`src/rtl/usb_defs.sv`:
```
// usb_defs: USB constants shared by the data-packet transmitter and the receive-side CRC checker.
// Holds the PID bytes, the CRC16 parameters and the transmitter state encoding.
package usb_defs;

    localparam logic [7:0]  PID_DATA0       = 8'hC3;
    localparam logic [7:0]  PID_DATA1       = 8'h4B;
    localparam logic [15:0] CRC16_INIT      = 16'hFFFF;
    localparam logic [15:0] CRC16_POLY_REFL = 16'hA001;

    typedef enum logic [2:0] {
        S_IDLE,
        S_PID,
        S_FETCH,
        S_WAIT,
        S_DATA,
        S_CRC_LO,
        S_CRC_HI,
        S_DONE
    } txState_e;

    function automatic logic [7:0] pidFor(input logic toggle);
        return toggle ? PID_DATA1 : PID_DATA0;
    endfunction

endpackage

```
`src/rtl/usb_crc16.sv`:
```
// usb_crc16: combinational byte-wise CRC16 update (reflected polynomial, LSB first).
// Shared between the data transmitter and the receive-side CRC checker.
module usb_crc16
    import usb_defs::*;
(
    input  logic [15:0] crc_i,
    input  logic [7:0]  data_i,
    output logic [15:0] crc_o
);

    logic [15:0] acc;

    always_comb begin
        acc = crc_i ^ {8'h00, data_i};
        for (int i = 0; i < 8; i++) begin
            acc = acc[0] ? ((acc >> 1) ^ CRC16_POLY_REFL) : (acc >> 1);
        end
    end

    assign crc_o = acc;

endmodule

```
`src/rtl/usb_data_tx.sv`:
```
// usb_data_tx: builds IN data packets (PID, up to MAX_PKT queue bytes, CRC16) onto a valid/ready byte stream.
// Define USB_DATA_TX_RETRY_EN to add the retry input and a replay buffer for resending the last packet.
module usb_data_tx
    import usb_defs::*;
#(
    parameter int MAX_PKT = 8,
    parameter int CNT_W   = 7
) (
    input  logic             clk,
    input  logic             rst,
    input  logic             start,
    input  logic             data_toggle,
`ifdef USB_DATA_TX_RETRY_EN
    input  logic             retry,
`endif
    output logic             usb_send_queue_r_en,
    input  logic [7:0]       usb_send_queue_data_out,
    input  logic             usb_send_queue_empty,
    output logic [7:0]       tx_data,
    output logic             tx_valid,
    input  logic             tx_ready,
    output logic             tx_last,
    output logic             busy,
    output logic             pkt_done,
    output logic [CNT_W-1:0] pkt_bytes,
    output logic             pkt_short
);

    localparam logic [CNT_W-1:0] MAX_CNT = CNT_W'(MAX_PKT);

    txState_e         state_q;
    logic [CNT_W-1:0] byteCnt_q;
    logic [15:0]      crc_q;
    logic [15:0]      crcNext_d;
    logic [7:0]       fetchByte_d;
    logic             fetchMore_d;

`ifdef USB_DATA_TX_RETRY_EN
    localparam int IDX_W = (MAX_PKT > 1) ? $clog2(MAX_PKT) : 1;

    logic             replay_q;
    logic             lastToggle_q;
    logic [CNT_W-1:0] lastCnt_q;
    logic [7:0]       replayBuf_q [MAX_PKT];
    logic [IDX_W-1:0] bufIdx;

    assign bufIdx = byteCnt_q[IDX_W-1:0];

    // A replay walks the saved payload instead of the queue, for exactly the last packet's length.
    assign fetchMore_d = replay_q ? (byteCnt_q != lastCnt_q)
                                  : ((byteCnt_q != MAX_CNT) && !usb_send_queue_empty);
    assign fetchByte_d = replay_q ? replayBuf_q[bufIdx] : usb_send_queue_data_out;
    assign usb_send_queue_r_en = (state_q == S_FETCH) && fetchMore_d && !replay_q;

    always_ff @(posedge clk) begin
        if (state_q == S_WAIT && !replay_q) begin
            replayBuf_q[bufIdx] <= usb_send_queue_data_out;
        end
    end
`else
    assign fetchMore_d = (byteCnt_q != MAX_CNT) && !usb_send_queue_empty;
    assign fetchByte_d = usb_send_queue_data_out;
    assign usb_send_queue_r_en = (state_q == S_FETCH) && fetchMore_d;
`endif

    usb_crc16 u_crc (
        .crc_i  (crc_q),
        .data_i (fetchByte_d),
        .crc_o  (crcNext_d)
    );

    // tx_data doubles as the holding register, so it only changes when a byte is accepted or loaded.
    always_ff @(posedge clk or posedge rst) begin
        if (rst) begin
            state_q   <= S_IDLE;
            byteCnt_q <= '0;
            crc_q     <= CRC16_INIT;
            tx_data   <= '0;
            tx_valid  <= 1'b0;
            tx_last   <= 1'b0;
            busy      <= 1'b0;
            pkt_done  <= 1'b0;
            pkt_bytes <= '0;
            pkt_short <= 1'b0;
`ifdef USB_DATA_TX_RETRY_EN
            replay_q     <= 1'b0;
            lastToggle_q <= 1'b0;
            lastCnt_q    <= '0;
`endif
        end else begin
            pkt_done <= 1'b0;
            case (state_q)
                S_IDLE: begin
                    if (start) begin
`ifdef USB_DATA_TX_RETRY_EN
                        replay_q <= retry;
                        if (!retry) begin
                            lastToggle_q <= data_toggle;
                        end
                        tx_data <= pidFor(retry ? lastToggle_q : data_toggle);
`else
                        tx_data <= pidFor(data_toggle);
`endif
                        byteCnt_q <= '0;
                        crc_q     <= CRC16_INIT;
                        busy      <= 1'b1;
                        tx_valid  <= 1'b1;
                        state_q   <= S_PID;
                    end
                end
                S_PID, S_DATA: begin
                    if (tx_ready) begin
                        tx_valid <= 1'b0;
                        state_q  <= S_FETCH;
                    end
                end
                S_FETCH: begin
                    if (fetchMore_d) begin
                        state_q <= S_WAIT;
                    end else begin
                        tx_data  <= ~crc_q[7:0];
                        tx_valid <= 1'b1;
                        state_q  <= S_CRC_LO;
                    end
                end
                S_WAIT: begin
                    crc_q     <= crcNext_d;
                    byteCnt_q <= byteCnt_q + 1'b1;
                    tx_data   <= fetchByte_d;
                    tx_valid  <= 1'b1;
                    state_q   <= S_DATA;
                end
                S_CRC_LO: begin
                    if (tx_ready) begin
                        tx_data <= ~crc_q[15:8];
                        tx_last <= 1'b1;
                        state_q <= S_CRC_HI;
                    end
                end
                S_CRC_HI: begin
                    if (tx_ready) begin
                        tx_valid  <= 1'b0;
                        tx_last   <= 1'b0;
                        pkt_done  <= 1'b1;
                        pkt_bytes <= byteCnt_q;
                        pkt_short <= (byteCnt_q < MAX_CNT);
`ifdef USB_DATA_TX_RETRY_EN
                        lastCnt_q <= byteCnt_q;
`endif
                        state_q   <= S_DONE;
                    end
                end
                S_DONE: begin
                    busy    <= 1'b0;
                    state_q <= S_IDLE;
                end
                default: state_q <= S_IDLE;
            endcase
        end
    end

endmodule

```
`config.mk`:
```
export PLATFORM = sky130hd
export DESIGN_NAME = usb_data_tx
export DESIGN_NICKNAME = d
export VERILOG_FILES = /design/src/rtl/usb_defs.sv /design/src/rtl/usb_crc16.sv /design/src/rtl/usb_data_tx.sv
export SDC_FILE = /design/constraint.sdc
export NUM_CORES = 1
export LEC_CHECK = 0
export ABC_AREA = 1
export BUFFER_PORTS_ARGS = -buffer_cell sky130_fd_sc_hd__buf_2
export CORE_AREA = 2 2 73 75
export DETAILED_ROUTE_END_ITERATION = 6
export DIE_AREA = 0 0 75 77
export PLACE_DENSITY = 0.82
export REMOVE_ABC_BUFFERS = 1
export SLEW_MARGIN = 10
export SYNTH_ARGS = -nofsm -noshare
export SYNTH_HDL_FRONTEND = slang
export SYNTH_SLANG_ARGS = --single-unit
```
`constraint.sdc`:
```
create_clock -name clk -period 1.7 [get_ports clk]
set_input_delay 0.34 -clock clk [delete_from_list [all_inputs] [get_ports clk]]
set_output_delay 0.34 -clock clk [all_outputs]
set_load 0.05 [all_outputs]
```
==> metrics.txt, run 1 <==
first-pass GRT wire length=9839 um; overflow left after global routing=0; outcome=complete, but fails checks; crit path max fanout=3; final worst slack=-0.05918 ns; Hold Fails Final Rpt=0; Ys Warns=0; Tot GR Track Use=21.81%; count of non-filler cells in the finished layout=468; Async S/R FF share, synth=100.0%; cells along the critical path=nor3_4, a41oi_4, nand2_2, inv_2, buf_8; post-layout util=64.43%; Clock Latency Late Sink=around 0.30 ns; critical path type=flop to output port; syn_area_per_cell=around 7.5 um2; most common cell after layout, fill and taps aside=nand2_1; Num CTS Buffers=5; CTS tree=yes; Max Cap Violations=0; period utilization=103.5%; Post-Synthesis Cell Area=2490 um2; max frequency=568.4 MHz; clock sink count=46; GP Congestion=0.8884; Root Buffer=clkbuf_8; Setup crit end kind=output port; vias in the first global route=2230; CP max stage cell=dfrtp_1; Setup WS pre-CTS=-0.03728 ns; Clock Tree Buf Depth=2; Gate Count Post-Synth=roughly 330; final setup fails=3; data arrival time of the worst path=1.42 ns; diode count=0; cell family with most CP delay=flip-flops; DIE AREA=~5800 um2; Post-synth EDFFs=0; main flop type after synthesis=dfrtp_1; worst-margin pin slew=0.4835 ns; leakage=0.001655 uW; Port Buffers=34; CP bufs+invs=2; HPWL after DPL=4091 um; setup TNS=-0.09629 ns; r2r endpoint=tx_data[0]$_DFFE_PP0P_; drt pass-1 iters=4; HP Class=input pin to async pin; RSZ-0062 raised after global routing=true; initial antenna violation count=0; synthesis-stage register bit count=46; vias per cell=roughly 5; antenna-violating nets left=0; VDD IR-drop max=between 1 and 1.5 mV; placed cells=440; clock slew at reported path FFs=roughly 0.090 ns; Core Region=4977 um2; commonest non-fill, non-tap cells in the layout=nand2_1, inv_1, buf_2, dfrtp_1, buf_4; DR vias=2401; startpoint types=flop; Die Wd=75 um; Initial Utilization=between 50% and 60%; flop-to-flop setup slack=-0.03 ns; Iteration-0 DRC Markers=162; Slew Limit Fails=0; share of cells above drive strength 1=37.19%; FF-to-FF Start=byteCnt_q[6]$_DFFE_PP0P_; Syn-to-layout area delta=28.79%; CP required=around 1.4 ns; final wirelength=6201 um; chip height=77 um; H-tree depth=2; Period minus WS final=1.759 ns; sequential share of the synthesized area=47.04%; pin count of the biggest net entering global routing=47; Row Count=26; worst r2r path cells=10; CP peak stage delay=between 0.4 and 0.5 ns; IO Pins=35; clk_skew=roughly 0.0073 ns; PD cells=2038 nW/um2; Residual DRC=0; failing checks=negative setup slack; Slew Limit Headroom=67.54%; synth unique cells=31; Nets=between 400 and 500; final hold slack=0.04890 ns; per-cell routed wire length=approximately 13 um
==> state kept, by name, indices dropped and copies added, names as in the netlist <==
name,count
crc_q,16
pkt_short,1
state_q,3
tx_last,1
pkt_done,1
pkt_bytes,7
tx_data,8
busy,1
byteCnt_q,7
tx_valid,1
==> routing by layer <==
layer / part of all wire [%] / GRT usage (%) / vias to the layer above
li1: - / - / 1196
met1: 42 / 28.80 / 1109
met2: 50 / 35.53 / 85
met3: 5.8 / 4.336 / 11
met4: 1.8 / 6.607 / 0
met5: 0 / 0 / -
==> cell usage after synthesis, types with 2 or more instances <==
cell	instances	area share (%)
inv_1	48	7.2
nand2_2	3	0.75
dfrtp_1	30	30
a211oi_1	3	0.90
dfstp_2	16	17
a21oi_1	12	2.4
ha_1	2	1.0
nand2_1	101	15
nor2_2	4	1.0
nor2_1	14	2.1
o22ai_1	11	2.8
a22oi_1	2	0.60
buf_2	3	0.60
xnor2_1	2	0.70
o21ai_0	22	4.4
nor3_1	2	0.40
inv_2	12	1.8
o211ai_1	2	0.60
nand3_1	13	2.6
o21ai_1	17	3.4
o32ai_1	2	0.70
==> report_power, final <==
| group | internal [uW] | leakage (uW) | total [uW] | switching, uW |
|---|---|---|---|---|
| clock | 327 | 0.0000472 | 705 | 377 |
| sequential | 1640 | 0.000553 | 1970 | 329 |
| combinational | 1280 | 0.00106 | 3860 | 2590 |
| total | 3250 | 0.00166 | 6540 | 3290 |
==> kinds of logic after synthesis <==
group / count (synthesis) / share of synthesized area (%)
AO/OA/AOI/OAI: 75 / 17.49
AND/OR/NAND/NOR: 140 / 23.22
adder cells (fa/ha/maj): 2 / 1.005
buffers and inverters: 66 / 10.55
XOR/XNOR: 2 / 0.7036
flip-flops: 46 / 47.04
==> worst register-to-register path, delay by kind of cell, from the launching register on <==
| family | cells | cell delay, ns |
|---|---|---|
| compound gates | 3 | 0.40 |
| flops | 1 | 0.43 |
| buf+inv | 3 | 0.32 |
| simple gates | 4 | 0.48 |
==> layout make-up <==
class | count | area (um2)
Clock buffer | 6 | 82.58
Clock inverter | 2 | 12.51
Fill cell | 430 | 1770
Inverter | 60 | 234.0
Multi-Input combinational cell | 219 | 1190
Sequential cell | 46 | 1172
Tap cell | 70 | 87.58
Timing Repair Buffer | 64 | 421.7
Timing Repair inverter | 1 | 6.256
==> how the worst max path moves through the flow <==
| stage | start | end | slack (ns) | cells after the start |
|---|---|---|---|---|
| global route | crc_q[3]$_DFFE_PP1P_ | crc_q[0]$_DFFE_PP1P_ | -0.12 | 15 |
| global placement | byteCnt_q[0]$_DFFE_PP0P_ | tx_data[4]$_DFFE_PP0P_ | 0.03 | 9 |
| CTS | byteCnt_q[5]$_DFFE_PP0P_ | usb_send_queue_r_en | -0.03 | 5 |
| detailed placement | byteCnt_q[0]$_DFFE_PP0P_ | tx_data[1]$_DFFE_PP0P_ | -0.04 | 9 |
| floorplan | state_q[0]$_DFFE_PP0P_ | crc_q[5]$_DFFE_PP1P_ | -0.24 | 6 |
| finish | byteCnt_q[6]$_DFFE_PP0P_ | usb_send_queue_r_en | -0.06 | 5 |
==> stage by stage <==
stage               instance area [um2]  total power [uW]
finish                             3207              6537
global route                       3207              7019
CTS                                2985              6031
detailed placement                 2805              5202
global placement                   2805              5103
floorplan                          2452              4319
==> what timing repair did <==
item,4_1_cts,5_1_grt
gates cloned,0,1
setup endpoints to repair,11,32
pin swaps,5,16
setup buffers,6,13
resized for setup,13,36
hold buffers,0,0
Note: power is estimated with default switching activity, not from simulation.
==> run 2, diff against run 1 <==
--- a/config.mk
+++ b/config.mk
@@ -10,7 +10,7 @@
 export CORE_AREA = 2 2 73 75
 export DETAILED_ROUTE_END_ITERATION = 6
 export DIE_AREA = 0 0 75 77
-export PLACE_DENSITY = 0.82
+export PLACE_DENSITY = 0.73
 export REMOVE_ABC_BUFFERS = 1
 export SLEW_MARGIN = 10
 export SYNTH_ARGS = -nofsm -noshare
==> run 2 against run 1 <==
Net effect: the run still ends with negative setup slack left; critical path depth stayed put; sequential power about the same; first-iteration DRC count shrank 27%; power shrank 3.3%.
==> metrics.txt, run 2 (synthesis gave the netlist of run 1 again) <==
outcome=complete, but fails checks; failing checks=negative setup slack; count of non-filler cells in the finished layout=462; HPWL after DPL=4156 um; Slew Limit Headroom=between 60 and 70%; share of cells above drive strength 1=35.97%; DIE AREA=5775 um2; worst-margin pin slew=0.4862 ns; placed cells=440; cells along the critical path=nor3_4, a41oi_2, nand2_2, inv_2, buf_8; cell family with most CP delay=flip-flops; final setup fails=10; overflow left after global routing=0; diode count=0; CP required=approximately 1.4 ns; Slew Limit Fails=0; final worst slack=-0.06552 ns; startpoint types=flop; Residual DRC=0; Row Count=26; Initial Utilization=50.03%; final hold slack=0.06224 ns; critical path type=flop to output port; Syn-to-layout area delta=25.63%; CP bufs+invs=2; Die Wd=75 um; Max Cap Violations=0; commonest non-fill, non-tap cells in the layout=nand2_1, inv_1, buf_2, dfrtp_1, buf_4; DR vias=2327; final wirelength=5971 um; Clock Tree Buf Depth=2; max reg flops=16; Root Buffer=clkbuf_8; pin count of the biggest net entering global routing=47; Num CTS Buffers=5; HP Class=input pin to async pin; Period minus WS final=1.766 ns; crit path max fanout=3; CP max stage cell=dfrtp_1; per-cell routed wire length=12.92 um; Tot GR Track Use=21.30%; Hold Fails Final Rpt=0; data arrival time of the worst path=about 1.4 ns; CP peak stage delay=0.44 ns; # fillers=454; clock sink count=46; vias in the first global route=2127; Clock Latency Late Sink=0.30 ns; flop-to-flop setup slack=-0.05 ns; IO Pins=35; antenna-violating nets left=0; most common cell after layout, fill and taps aside=nand2_1; H-tree depth=2; Most flops, register=crc_q; hold_buf cts=0; period utilization=103.9%; Setup crit end kind=output port; drt pass-1 iters=4; Core Region=~5000 um2; RSZ-0062 raised after global routing=true; vias per cell=5.037; Iteration-0 DRC Markers=118; Nets=~410; clk_skew=0.005971 ns; CTS tree=yes; initial antenna violation count=0; leakage=0.001621 uW; biggest regs=crc_q x16, tx_data x8; PD cells=around 2000 nW/um2; Port Buffers=34; clock slew at reported path FFs=0.09 ns; chip height=77 um; GP Congestion=0.9257; max frequency=between 500 and 600 MHz; first-pass GRT wire length=9528 um; VDD IR-drop max=1.071 mV
## run 2: changes by cell type in the layout (fill, tap and decap cells not counted), sizes merged
| cell | previous run | this run |
|---|---|---|
| buf | 64 | 59 |
| clkinv | 3 | 2 |
| clkinvlp | 2 | 1 |
| inv | 58 | 59 |
## run 2: worst register-to-register path, cell delays in order, from the launching register on
cell and delay (ns):
dfrtp_1 0.44, nor3_4 0.22, a41oi_2 0.17, nand2_2 0.12, buf_4 0.11, buf_4 0.10, nand2_1 0.07, o21ai_2 0.18
inv_4 0.10, nand2_1 0.07, o21ai_1 0.06
## run 2: what timing repair did
| item | 4_1_cts | 5_1_grt |
|---|---|---|
| buffers inserted | 8 | 6 |
| cloned | 0 | 0 |
| resized for setup | 10 | 33 |
| pin swaps | 3 | 22 |
| setup endpoints to repair | 1 | 12 |
## run 2: final timing paths
kind | cells past startpoint | start | end
setup reg to reg | 10 | byteCnt_q[4]$_DFFE_PP0P_ | tx_data[5]$_DFFE_PP0P_
setup / recovery | 5 | byteCnt_q[4]$_DFFE_PP0P_ | usb_send_queue_r_en
min in group clk | 2 | tx_ready | state_q[1]$_DFFE_PP0P_
max in group asynchronous | 3 | rst | crc_q[8]$_DFFE_PP1P_
hold / removal | 3 | rst | pkt_done$_DFF_PP0_
hold reg to reg | 2 | tx_data[7]$_DFFE_PP0P_ | tx_data[7]$_DFFE_PP0P_
## run 2: area by class of cell
class                      instances  area [um2]  share of cell area [%]
clock buffer                       6       82.58                   2.640
clock inverter                     2       12.51                  0.4000
inverter                          60       227.7                   7.280
multi-input combinational        219        1165                   37.24
sequential                        46        1172                   37.48
tap                               70       87.58                   2.800
timing repair buffer              59       380.4                   12.16
## run 2: layer usage
metal  share of wire (%)  global-route usage [%]
met1                  44                   28.39
met2                  50                   34.82
met3                 5.0                   4.468
met4                 1.2                   5.536
met5                   0                       0
## run 2: where the power goes
part           switching (uW)  total (uW)  leakage (uW)  internal [uW]
logic                    2470        3650       0.00102           1180
registers                 320        1960      0.000553           1640
clock network             378         705     0.0000472            327
## run 2: through the flow
stage / setup TNS, ns / worst slack, ns / utilization (%) / cell area (um2) / power [uW]
floorplan: -2.759 / -0.2402 / - / 2452 / 4319
global placement: 0 / 0.05078 / 56.36 / 2805 / 5118
detailed placement: 0 / 0.004426 / 56.36 / 2805 / 5186
CTS: -0.05264 / -0.04314 / 60.06 / 2989 / 6013
global route: -1.703 / -0.1828 / 62.85 / 3128 / 6789
finish: -0.4018 / -0.06552 / 62.85 / 3128 / 6318
